--- src/rtl/song_sequencer_if.sv ---
// Control, score-ROM and note-output signals of the autoplay sequencer.
// The slave modport is the sequencer's view; master is the driving side.
interface song_sequencer_if #(
  parameter int unsigned ADDR_W = 6
);
  logic              start;
  logic              stop;
  logic              pause;
  logic              loop_en;
  logic              beat_tick;
  logic [7:0]        rom_data;
  logic [ADDR_W-1:0] rom_addr;
  logic [3:0]        note;
  logic [7:0]        Led;
  logic              busy;
  logic              done;

  modport master (
    output start, stop, pause, loop_en, beat_tick, rom_data,
    input  rom_addr, note, Led, busy, done
  );

  modport slave (
    input  start, stop, pause, loop_en, beat_tick, rom_data,
    output rom_addr, note, Led, busy, done
  );
endinterface

--- src/rtl/song_sequencer.sv ---
// Autoplay controller: walks a score in a synchronous ROM and presents one note per entry,
// timed in QUARTER_BEAT ticks, with an optional silent gap between notes.
module song_sequencer #(
  parameter int unsigned ADDR_W     = 6,
  parameter int unsigned GAP_CYCLES = 16,
  parameter int unsigned GAP_W      = 8
) (
  input logic             CLK,
  input logic             RESET,
  song_sequencer_if.slave bus
);

  typedef enum logic [2:0] {
    StIdle  = 3'd0,
    StFetch = 3'd1,
    StLoad  = 3'd2,
    StPlay  = 3'd3,
    StGap   = 3'd4,
    StDone  = 3'd5
  } state_e;

  localparam logic [GAP_W-1:0] GapInit = GAP_W'(GAP_CYCLES);

  state_e            r_state, w_state_nxt;
  logic [ADDR_W-1:0] r_ptr, w_ptr_nxt;
  logic [3:0]        r_held, w_held_nxt;
  logic [3:0]        r_remain, w_remain_nxt;
  logic [GAP_W-1:0]  r_gap, w_gap_nxt;
  logic [3:0]        r_note, w_note_nxt;
  logic [7:0]        r_led, w_led_nxt;
  logic              r_busy, w_busy_nxt;
  logic              r_done, w_done_nxt;

  logic [3:0] w_code;
  logic [3:0] w_dur;

  assign w_code = bus.rom_data[7:4];
  assign w_dur  = bus.rom_data[3:0];

  // State register
  always_ff @(posedge CLK) begin
    if (!RESET) begin
      r_state  <= StIdle;
      r_ptr    <= '0;
      r_held   <= '0;
      r_remain <= '0;
      r_gap    <= '0;
      r_note   <= '0;
      r_led    <= '0;
      r_busy   <= 1'b0;
      r_done   <= 1'b0;
    end else begin
      r_state  <= w_state_nxt;
      r_ptr    <= w_ptr_nxt;
      r_held   <= w_held_nxt;
      r_remain <= w_remain_nxt;
      r_gap    <= w_gap_nxt;
      r_note   <= w_note_nxt;
      r_led    <= w_led_nxt;
      r_busy   <= w_busy_nxt;
      r_done   <= w_done_nxt;
    end
  end

  // Next-state logic
  always_comb begin
    w_state_nxt  = r_state;
    w_ptr_nxt    = r_ptr;
    w_held_nxt   = r_held;
    w_remain_nxt = r_remain;
    w_gap_nxt    = r_gap;

    if (bus.stop && (r_state != StIdle)) begin
      w_state_nxt = StIdle;
      w_ptr_nxt   = '0;
    end else begin
      case (r_state)
        StIdle: begin
          if (bus.start && !bus.stop) begin
            w_state_nxt = StFetch;
            w_ptr_nxt   = '0;
          end
        end
        StFetch: w_state_nxt = StLoad;
        StLoad: begin
          if (bus.rom_data == 8'h00) begin
            if (bus.loop_en) begin
              w_ptr_nxt   = '0;
              w_state_nxt = StFetch;
            end else begin
              w_state_nxt = StDone;
            end
          end else begin
            w_remain_nxt = (w_dur == 4'd0) ? 4'd1 : w_dur;
            w_held_nxt   = ((w_code >= 4'd1) && (w_code <= 4'd8)) ? w_code : 4'd0;
            w_state_nxt  = StPlay;
          end
        end
        StPlay: begin
          if (bus.beat_tick && !bus.pause) begin
            if (r_remain <= 4'd1) begin
              if (GAP_CYCLES == 0) begin
                w_ptr_nxt   = r_ptr + ADDR_W'(1);
                w_state_nxt = StFetch;
              end else begin
                w_gap_nxt   = GapInit;
                w_state_nxt = StGap;
              end
            end else begin
              w_remain_nxt = r_remain - 4'd1;
            end
          end
        end
        StGap: begin
          if (!bus.pause) begin
            if (r_gap <= GAP_W'(1)) begin
              w_ptr_nxt   = r_ptr + ADDR_W'(1);
              w_state_nxt = StFetch;
            end else begin
              w_gap_nxt = r_gap - GAP_W'(1);
            end
          end
        end
        StDone: begin
          w_ptr_nxt   = '0;
          w_state_nxt = StIdle;
        end
        default: begin
          w_ptr_nxt   = '0;
          w_state_nxt = StIdle;
        end
      endcase
    end
  end

  // Outputs are registered copies of what the next state presents; pause mutes the note only.
  always_comb begin
    w_note_nxt = '0;
    w_led_nxt  = '0;
    if ((w_state_nxt == StPlay) && !bus.pause) begin
      w_note_nxt = w_held_nxt;
    end
    if (w_note_nxt != 4'd0) begin
      w_led_nxt = 8'h80 >> (w_note_nxt - 4'd1);
    end
    w_busy_nxt = (w_state_nxt != StIdle);
    w_done_nxt = (w_state_nxt == StDone);
  end

  assign bus.rom_addr = r_ptr;
  assign bus.note     = r_note;
  assign bus.Led      = r_led;
  assign bus.busy     = r_busy;
  assign bus.done     = r_done;

endmodule

--- src/flat_wrapper.sv ---
// flat-port wrapper written by rule: the top's interface ports become plain ports
module song_sequencer_flat 
#(
  parameter int unsigned ADDR_W     = 6,
  parameter int unsigned GAP_CYCLES = 16,
  parameter int unsigned GAP_W      = 8
)
  (CLK, RESET, bus_start, bus_stop, bus_pause, bus_loop_en, bus_beat_tick, bus_rom_data, bus_rom_addr, bus_note, bus_Led, bus_busy, bus_done);
  song_sequencer_if #(.ADDR_W(ADDR_W)) bus_i ();
  input logic CLK;
  input logic RESET;
  input wire logic [$bits(bus_i.start)-1:0] bus_start;
  input wire logic [$bits(bus_i.stop)-1:0] bus_stop;
  input wire logic [$bits(bus_i.pause)-1:0] bus_pause;
  input wire logic [$bits(bus_i.loop_en)-1:0] bus_loop_en;
  input wire logic [$bits(bus_i.beat_tick)-1:0] bus_beat_tick;
  input wire logic [$bits(bus_i.rom_data)-1:0] bus_rom_data;
  output wire logic [$bits(bus_i.rom_addr)-1:0] bus_rom_addr;
  output wire logic [$bits(bus_i.note)-1:0] bus_note;
  output wire logic [$bits(bus_i.Led)-1:0] bus_Led;
  output wire logic [$bits(bus_i.busy)-1:0] bus_busy;
  output wire logic [$bits(bus_i.done)-1:0] bus_done;
  assign bus_i.start = bus_start;
  assign bus_i.stop = bus_stop;
  assign bus_i.pause = bus_pause;
  assign bus_i.loop_en = bus_loop_en;
  assign bus_i.beat_tick = bus_beat_tick;
  assign bus_i.rom_data = bus_rom_data;
  assign bus_rom_addr = bus_i.rom_addr;
  assign bus_note = bus_i.note;
  assign bus_Led = bus_i.Led;
  assign bus_busy = bus_i.busy;
  assign bus_done = bus_i.done;
  song_sequencer #(.ADDR_W(ADDR_W), .GAP_CYCLES(GAP_CYCLES), .GAP_W(GAP_W)) u_core (.CLK(CLK), .RESET(RESET), .bus(bus_i));
endmodule
--- config.mk ---
export PLATFORM = sky130hd
export DESIGN_NAME = song_sequencer_flat
export DESIGN_NICKNAME = d
export VERILOG_FILES = /design/src/rtl/song_sequencer_if.sv /design/src/rtl/song_sequencer.sv /design/src/flat_wrapper.sv
export SDC_FILE = /design/constraint.sdc
export NUM_CORES = 1
export LEC_CHECK = 0
export BUFFER_PORTS_ARGS = -buffer_cell sky130_fd_sc_hd__buf_2
export CAP_MARGIN = 20
export CORE_MARGIN = 3
export CORE_UTILIZATION = 35
export DETAILED_ROUTE_END_ITERATION = 8
export GPL_TIMING_DRIVEN = 0
export PLACE_DENSITY_LB_ADDON = 0.05
export SKIP_CTS_REPAIR_TIMING = 1
export SLEW_MARGIN = 20
export SYNTH_ARGS = -nofsm -noshare
export SYNTH_HDL_FRONTEND = slang
export SYNTH_SLANG_ARGS = --single-unit
--- constraint.sdc ---
create_clock -name CLK -period 2.3 [get_ports CLK]
set_input_delay 0.345 -clock CLK [delete_from_list [all_inputs] [get_ports CLK]]
set_output_delay 0.345 -clock CLK [all_outputs]
set_load 0.01 [all_outputs]
Word-level counts from Yosys, hierarchy flattened. Cells that the tools add are included.

Add/subtract/negate cells: 4. $lt $le $gt $ge: 4. Equal/unequal tests: 16. Shift operators: 1. Multiplexer cells: 30. Bitwise gates (word level): 3. Reductions and logical operators: 21.

Operators by type and width (number): 4-bit 2-to-1 mux (9); 8-bit 2-to-1 mux (4); 6-bit 2-to-1 mux (5); 3-bit 2-to-1 mux (8); 6-bit one-hot mux with 4 select lines (1); 8-bit one-hot mux with 2 select lines (1); 3-bit one-hot mux with 5 select lines (1); 6-bit AND reduction (2); 2-bit by 1-bit != test with 1-bit output, second input constant (5); 2-bit != test, second input constant (5); 3-bit by 2-bit equality test with 1-bit output, second input constant (3); 8-bit by 1-bit <= comparator with 1-bit output, second input constant (1); 8-bit logical NOT (1); 4-bit one-hot mux with 2 select lines (1); 8-bit by 4-bit >> shifter with 8-bit output, first input constant (1); 4-bit by 1-bit subtractor with 4-bit output, second input constant (2); 8-bit by 1-bit subtractor with 8-bit output, second input constant (1); 6-bit by 1-bit adder with 6-bit output, second input constant (1); 3-bit equality test, second input constant (2); 3-bit nonzero test (2); 1-bit logical AND (5); 5-bit AND reduction (1); 4-bit by 1-bit greater-or-equal comparator with 1-bit output, second input constant (1); 4-bit by 1-bit <= comparator with 1-bit output, second input constant (1); other kinds (10) (15).

Flip-flop bits (word level): 39. Input bits: 15. Output and inout port bits: 20. Word-level logic and storage cells: 88.

Logic depth before layout (Yosys ltp). Gate-level depths: netlist of the first run.

Word-level depth: 10. Depth in mapped cells: 8.

Least setup slack after synthesis of the first run. No wires, ideal clock.

Kind: register -> register. Start point: reg u_core.r_remain[0]. End point: reg u_core.r_led[3], in the netlist u_core.bus.Led[3]. Setup time: 0.092 ns. Data arrival time: 1.830 ns. Path slack: 0.378 ns. Cell stages (with the launch flop): 8. Buffers on the path: 0. Cells stage by stage: dfxtp_1 -> inv_1 -> ha_1 -> or2_2 -> a311oi_1 -> o211a_1 -> nand3_1 -> nor4_1.

Longest elaborated chain between the ends: 10. Elaborated cells between the ends (all ways): 12.

RTL lines: start, declared (line song_sequencer.sv:27) `logic [3:0] r_remain, w_remain_nxt;`; start signal, assigned (line song_sequencer.sv:56) `r_remain <= w_remain_nxt;`; 4-bit by 1-bit <= comparator with 1-bit output * (line song_sequencer.sv:101) `if (r_remain <= 4'd1) begin`; 3-bit 2-to-1 mux * (line song_sequencer.sv:101); 3-bit 2-to-1 mux * (line song_sequencer.sv:100) `if (bus.beat_tick && !bus.pause) begin`; 3-bit one-hot mux with 5 select lines * (line song_sequencer.sv:77) `case (r_state)`; 3-bit 2-to-1 mux * (line song_sequencer.sv:73) `if (bus.stop && (r_state != StIdle)) begin`; 3-bit by 2-bit equality test with 1-bit output * (line song_sequencer.sv:140) `if ((w_state_nxt == StPlay) && !bus.pause) begin`; 1-bit logical AND * (line song_sequencer.sv:140); 4-bit 2-to-1 mux * (line song_sequencer.sv:140); 4-bit by 1-bit subtractor with 4-bit output or 4-bit nonzero test (tied branches) (line song_sequencer.sv:144, song_sequencer.sv:143); 8-bit by 4-bit >> shifter with 8-bit output or 2-bit AND reduction (tied branches); end signal, assigned (line song_sequencer.sv:59) `r_led <= w_led_nxt;`; end, declared (line song_sequencer.sv:30) `logic [7:0] r_led, w_led_nxt;`.

Mark *: on every way between the ends. The rest lies on a longest branch, timed or not. A chain may end at the register's enable or synchronous reset.

Worst setup path after layout of the first run. Ends and elaborated chain as after synthesis.

==> results of run 1 <==
## tightest hold or removal path, cell delays in order
cell	delay, ps
buf_2	110
a22oi_1	100
nor2_1	100
## power by group
part	internal (mW)	leakage (nW)	total (mW)	switching (mW)
Combinational	0.0659	0.563	0.167	0.101
Clock	0.433	0.0644	0.689	0.256
Sequential	0.687	0.315	0.697	0.0100
Total	1.19	0.942	1.55	0.367
## metrics by stage
stage | instances | hold slack (ps) | instance area (um^2) | total power [mW]
global placement | 324 | 466 | 2210 | 0.878
CTS | 332 | 388 | 2350 | 1.56
global route | 332 | 421 | 2360 | 1.62
detailed placement | 324 | 474 | 2210 | 0.876
floorplan | 221 | 445 | 1960 | 0.825
finish | 332 | 389 | 2360 | 1.55
## flip-flops by register name (all words and copies together), names as in the netlist
| signal | cells |
|---|---|
| u_core.bus.busy | 1 |
| u_core.bus.rom_addr | 6 |
| u_core.r_gap | 8 |
| u_core.r_held | 4 |
| u_core.r_remain | 4 |
| u_core.r_state | 3 |
| u_core.bus.Led | 8 |
| u_core.bus.done | 1 |
| u_core.bus.note | 4 |
## cells by family (layout without fill, tap and decap cells)
family                     after synthesis  in the layout  share of synthesized area, %
adders and majority gates                5              5                          3.19
xor gates and xnor gates                 4              4                          1.79
DFF                                     39             39                          39.8
buffers and inverters                   16             57                          4.22
and+or+nand+nor                         96             96                          28.8
muxes                                    2              2                          1.02
AOI/OAI and AO/OA                       59             59                          21.1
## final cells by class
cell class / count / area share (%)
multi-input combinational: 166 / 47.0
inverter: 10 / 1.59
clock inverter: 3 / 2.86
buffer: 6 / 1.90
timing repair buffer: 33 / 6.98
clock buffer: 5 / 2.91
tap: 70 / 3.70
sequential: 39 / 33.0
## metal layers
metal,routed length [um],up-vias,track usage [%]
li1,-,908,-
met4,68,0,6.08
met1,2390,820,20.9
met2,1960,37,21.6
met5,0,-,0
met3,181,6,3.44
## synthesized netlist by cell type (all sizes together), types with 2 or more instances
cell,instances
a21oi,11
a22oi,2
a31oi,6
and2,3
and3,2
buf,2
clkbuf,4
dfxtp,39
ha,5
inv,10
mux2i,2
nand2,8
nand2b,2
nand3,8
nand3b,3
nand4,2
nor2,21
nor2b,4
nor3,11
nor3b,3
nor4,6
nor4b,2
o211ai,4
o21ai,13
o311a,2
o31ai,5
or2,5
or3,8
or3b,2
or4,5
xor2,3
## cells in the final DEF (no fill, tap or decap), drive strengths merged, types with 3 or more instances in the layout
cell type  netlist  layout
or2              5       5
or3              8       8
and2             3       3
nand2            8       8
or4              5       5
a31oi            6       6
dfxtp           39      39
nor2b            4       4
nand3            8       8
nand3b           3       3
nor3            11      11
buf              2      35
clkbuf           4       9
ha               5       5
o31ai            5       5
a21oi           11      11
o21ai           13      13
o211ai           4       4
nor4             6       6
inv             10      10
nor3b            3       3
xor2             3       3
nor2            21      21
## worst paths after layout
check | start | end | slack (ps)
max reg2reg | u_core.r_remain[0]$_SDFFE_PN0P_ | u_core.bus.Led[3]$_SDFF_PP0_ | 140
max | u_core.r_remain[0]$_SDFFE_PN0P_ | u_core.bus.Led[3]$_SDFF_PP0_ | 140
min reg2reg | u_core.bus.rom_addr[5]$_SDFFE_PP0P_ | u_core.bus.rom_addr[5]$_SDFFE_PP0P_ | 490
min | bus_rom_data[5] | u_core.bus.note[1]$_SDFF_PN0_ | 390
==> metrics.md, run 1 <==
| Metric | Value |
|---|---|
| Yosys synthesis warning count | 0 |
| Tot GR Track Use | ~15% |
| Reg2Reg Depth | 7 |
| Max Cap Viol | 0 |
| Final nets | 281 |
| Clk sinks | 39 |
| Outcome | finished, final reports clean |
| Rel. slew slack | 54.8% |
| Pre-Repair DR Iteration Count | 4 |
| Initial antenna violation count | 0 |
| Mapped Nets | 241 |
| Req. time, crit path | about 2500 ps |
| Post-synth EDFFs | 0 |
| # setup viols final | 0 |
| Share of the cycle needed by the critical path after routing | 93.8% |
| Kind of start point of the critical path | flip-flop |
| CP Cell Sequence | inv_1 -> ha_1 -> or2_2 -> a311oi_2 -> o211a_1 -> nand3_1 -> nor4_1 |
| F_max | 463 MHz |
| Synth Register Bits | 39 |
| CTS H-tree depth | 2 |
| Root Driver | clkbuf_8 |
| Hold path depth | 3 |
| Peak VDD IR | 0.481 mV |
| Area growth from synthesis to layout | 20.7% |
| Die width | 80.8 um |
| Final worst setup slack | 142 ps |
| Vias in the first global route | 1,521 |
| Clock skew | roughly 10 ps |
| Pin count of the biggest net entering global routing | 14 |
| CTS clock-pin slew for the worst setup and hold paths | roughly 90 ps |
| Number of I/O pins | 35 |
| Final ANT Viol Nets | 0 |
| Power Density | roughly 660 mW/mm^2 |
| Residual DRC count | 0 |
| Clock Tree Buf Depth | 2 |
| Worst min path class | in2reg |
| Total CTS buffers | 5 |
| Area leader, netlist | dfxtp_1 |
| Area of the mapped netlist | approximately 0.0020 mm^2 |
| Area contributors post-synth | dfxtp_1 (40%), nor2_1 (4.0%), ha_1 (3.2%) |
| N_diodes | 0 |
| Ys flop type | dfxtp_1 |
| Yosys cell types | 55 |
| Area occupied by multi-input gates | 0.00111 mm^2 |
| Slew @ Worst Pin | 679 ps |
| CP endpoint kind | flip-flop |
| Sequential Area | 781 um^2 |
| Final Hold Fails | 0 |
| Top delay family on crit path | simple AND/OR/NAND/NOR gates |
| Die Area | around 0.0065 mm^2 |
| Post-route setup TNS | 0 ps |
| Filler instances | 549 |
| PortBufs | 33 |
| LEAKAGE | 0.942 nW |
| Row cnt | 26 |
| DRT Wirelength | 4600 um |
| Congestion Overflow GR | 0 |
| Post-synthesis sequential area ratio | roughly two fifths |
| Avg Synthesized Cell Area | 8.87 um^2 |
| TritonCTS clock tree | built |
| Largest stage delay, worst path | 430 ps |
| Ys async rst share | 0% |
| Yosys top cell area share | 39.8% |
| Place WS | -187 ps |
| WP data arrival | about 2400 ps |
| Critical path class | reg2reg |
| Fraction of layout cells with a size suffix above 1 | 23.7% |
| Post-route minimum period | 2160 ps |
| Buf/Inv on CP | 1 |
| Slowest CP cell | dfxtp_1 |
| Initial Util | a little under two fifths |
| Iter 0 DRT Violations | 85 |
| Clk_lat worst skew | roughly 300 ps |
| First-pass GRT wire length | 7470 um |
| Die height | 80.8 um |
| Final Util | 44.9% |
| Post-Syn Instances | 221 |
| WL per Instance | 13.8 um |
| Worst path depth | 7 |
| RSZ-0062 raised after global routing | no |
| Via count | ~1,800 |
| Vias/cell | 5.33 |
| Detail Placement HPWL | 3490 um |
| Core box area | 0.00527 mm^2 |
| Critical path fanouts, max | 6 |
| Slew Limit Fails | 0 |
| Gpl congestion | ~0.77 |
No activity file was read; power rests on OpenSTA's default activity.
==> run 2, diff against run 1 <==
- BUFFER_PORTS_ARGS: -buffer_cell sky130_fd_sc_hd__buf_2 -> unset
- DONT_BUFFER_PORTS: unset -> 1
==> run 2 against run 1 <==
Against the previous run: sequential power is essentially flat; fmax grew 0.56%; register-to-register slack is essentially flat; largest cell class unchanged.
==> metrics.md, run 2 (synthesis results as in run 1) <==
| Metric | Value |
|---|---|
| Outcome | finished, final reports clean |
| CTS H-tree depth | 2 (unchanged) |
| Critical path fanouts, max | 6 (unchanged) |
| Slew Limit Fails | 0 (unchanged) |
| Clock skew | 6.26 ps (-3.73 ps) |
| Root Driver | clkbuf_8 |
| Largest stage delay, worst path | 430 ps (about the same) |
| Gpl congestion | 0.840 (+9.0%) |
| Tot GR Track Use | 15.4% (+0.62 points) |
| CP Cell Sequence | inv_1 -> ha_1 -> or2_2 -> a311oi_2 -> o211a_1 -> nand3_1 -> nor4_2 |
| Clock power frac | 34.8% (-9.6 points) |
| Power Density | 599 mW/mm^2 (-8.8%) |
| Peak VDD IR | 0.321 mV (-33%) |
| Share of the cycle needed by the critical path after routing | 93.3% (-0.53 points) |
| PortBufs | 0 (-100%) |
| Req. time, crit path | 2510 ps (about the same) |
| Iter 0 DRT Violations | 79 (-7.1%) |
| Seq pwr share | 54.1% (+9.2 points) |
| Buf/Inv on CP | 1 (unchanged) |
| # setup viols final | 0 (unchanged) |
| Clk_lat worst skew | 290 ps (about the same) |
| Kind of start point of the critical path | flip-flop |
| Area growth from synthesis to layout | 10.3% |
| Initial Util | 37.2% (unchanged) |
| Slowest CP cell | dfxtp_1 |
| R2R Setup Slk | 150 ps (about the same) |
| RSZ-0062 raised after global routing | yes |
| Total CTS buffers | 5 (unchanged) |
| CP endpoint | u_core.bus.Led[3]$_SDFF_PP0_ |
| WL per Instance | 15.3 um (+11%) |
| Placed cell area | 0.00205 mm^2 (-7.5%) |
| Most common cell after layout, fill and taps aside | dfxtp_1 |
| Vias in the first global route | 1,653 (+8.7%) |
| Number of I/O pins | 35 (unchanged) |
| Final nets | 248 (-12%) |
| CTS clock-pin slew for the worst setup and hold paths | 80 ps (about the same) |
| Worst path depth | 7 (unchanged) |
| Die Area | 0.00653 mm^2 (unchanged) |
| Congestion Overflow GR | 0 (unchanged) |
| Residual DRC count | 0 (unchanged) |
| Reg-to-Reg End | u_core.bus.Led[3]$_SDFF_PP0_ |
| Slew @ Worst Pin | 923 ps (+244 ps) |
| Core box area | 0.00527 mm^2 (unchanged) |
| Clk sinks | 39 (unchanged) |
| Layout Cells excl Fill | 300 (-9.6%) |
| Row cnt | 26 (unchanged) |
| Worst min path class | in2reg |
| Rel. slew slack | 37.9% (-17 points) |
| Final Hold Fails | 0 (unchanged) |
| Die width | 80.8 um (unchanged) |
| Place WS | -14.6 ps (+172 ps) |
| Final ANT Viol Nets | 0 (unchanged) |
| Critical path class | reg2reg |
| Clock Tree Buf Depth | 2 (unchanged) |
| Critical Path Start | u_core.r_remain[0]$_SDFFE_PN0P_ |
| Final worst setup slack | 154 ps (+12.1 ps) |
| Sw Ratio | 26.3% (+2.6 points) |
| WP data arrival | 2350 ps (about the same) |
| Detail Placement HPWL | 3590 um (+2.8%) |
| Post-route design area | 0.00216 mm^2 (-8.6%) |
| Cell-internal power | 0.954 mW (-20%) |
| Top delay family on crit path | simple AND/OR/NAND/NOR gates |
| Die height | 80.8 um (unchanged) |
| LEAKAGE | 0.757 nW (-20%) |
| Psw | 0.340 mW (-7.3%) |
| Placed insts | 291 (-10%) |
| Post-route minimum period | 2150 ps (-12.1 ps) |
| Final Util | 41.0% (-3.9 points) |
| Vias/cell | 5.60 (+4.9%) |
| RR Startpoint | u_core.r_remain[0]$_SDFFE_PN0P_ |
| Pre-Repair DR Iteration Count | 4 (unchanged) |
| Via count | 1,679 (-5.2%) |
| DRT Wirelength | 4600 um (about the same) |
| F_max | 466 MHz (+0.56%) |
| Reg2Reg Depth | 7 (unchanged) |
| Commonest non-fill, non-tap cells in the layout | dfxtp_1 (39), nor2_1 (21), nor3_1 (11), a21oi_1 (11) |
| Hold Path Origin | bus_rom_data[5] |
| Initial antenna violation count | 1 (+1) |
| Combinational power share | 11.1% (+0.3 points) |
| First-pass GRT wire length | 7940 um (+6.2%) |
| CP endpoint kind | flip-flop |
| Fraction of layout cells with a size suffix above 1 | 13.1% (-11 points) |
| TritonCTS clock tree | built |
| Max Cap Viol | 0 (unchanged) |
| Pin count of the biggest net entering global routing | 14 (unchanged) |
[run 2: cell types whose count changed in the layout (fill, tap and decap cells not counted)]
cell | before | now
buf_2 | 35 | 2
bufinv_16 | 2 | 0
clkinv_2 | 0 | 1
clkinvlp_4 | 1 | 2
diode_2 | 0 | 1
nor4_1 | 4 | 3
nor4_2 | 1 | 2
[run 2: area by class of cell]
cell class	instances	area (um^2)
antenna	1	2.50
buffer	6	45.0
clock buffer	5	68.8
clock inverter	3	20.0
fill	552	3110
inverter	10	37.5
multi-input combinational	166	1120
sequential	39	781
tap	70	87.6
[run 2: worst register-to-register path, delay by kind of cell, from the launching register on]
family | cells | cell delay [ps]
buffers and inverters | 1 | 70
AO/OA/AOI/OAI | 2 | 550
adder cells (fa/ha/maj) | 1 | 230
flip-flops | 1 | 430
AND/OR/NAND/NOR | 3 | 780
[run 2: metal layers]
metal	share of wire [%]	vias to the layer above	global-route usage, %
li1	-	847	-
met1	47	790	20.0
met2	47	37	25.2
met3	5.3	5	4.32
met4	0.91	0	4.05
met5	0	-	0
[run 2: how the worst min path moves through the flow]
stage | to | slack (ps) | cells after the start
floorplan | u_core.r_gap[1]$_SDFFE_PN0P_ | 450 | 2
global placement | u_core.r_gap[1]$_SDFFE_PN0P_ | 460 | 2
detailed placement | u_core.r_gap[1]$_SDFFE_PN0P_ | 470 | 2
CTS | u_core.bus.note[1]$_SDFF_PN0_ | 270 | 2
global route | u_core.r_gap[2]$_SDFFE_PN0P_ | 270 | 2
finish | u_core.bus.note[1]$_SDFF_PN0_ | 280 | 2
[run 2: power groups by stage]
stage	clock, mW	sequential, mW	combinational (mW)
after floorplan	0	0.713	0.111
after global placement	0	0.716	0.137
after detailed placement	0	0.716	0.140
after CTS	0.468	0.700	0.141
after global routing	0.501	0.702	0.160
final	0.450	0.700	0.143
[run 2: through the flow]
stage                     power (mW)  TNS (ps)  hold WS, ps
after CTS                       1.31         0          273
after floorplan                0.825         0          445
final                           1.29         0          277
after global routing            1.36     -13.1          270
after detailed placement       0.856     -14.6          468
after global placement         0.853         0          459
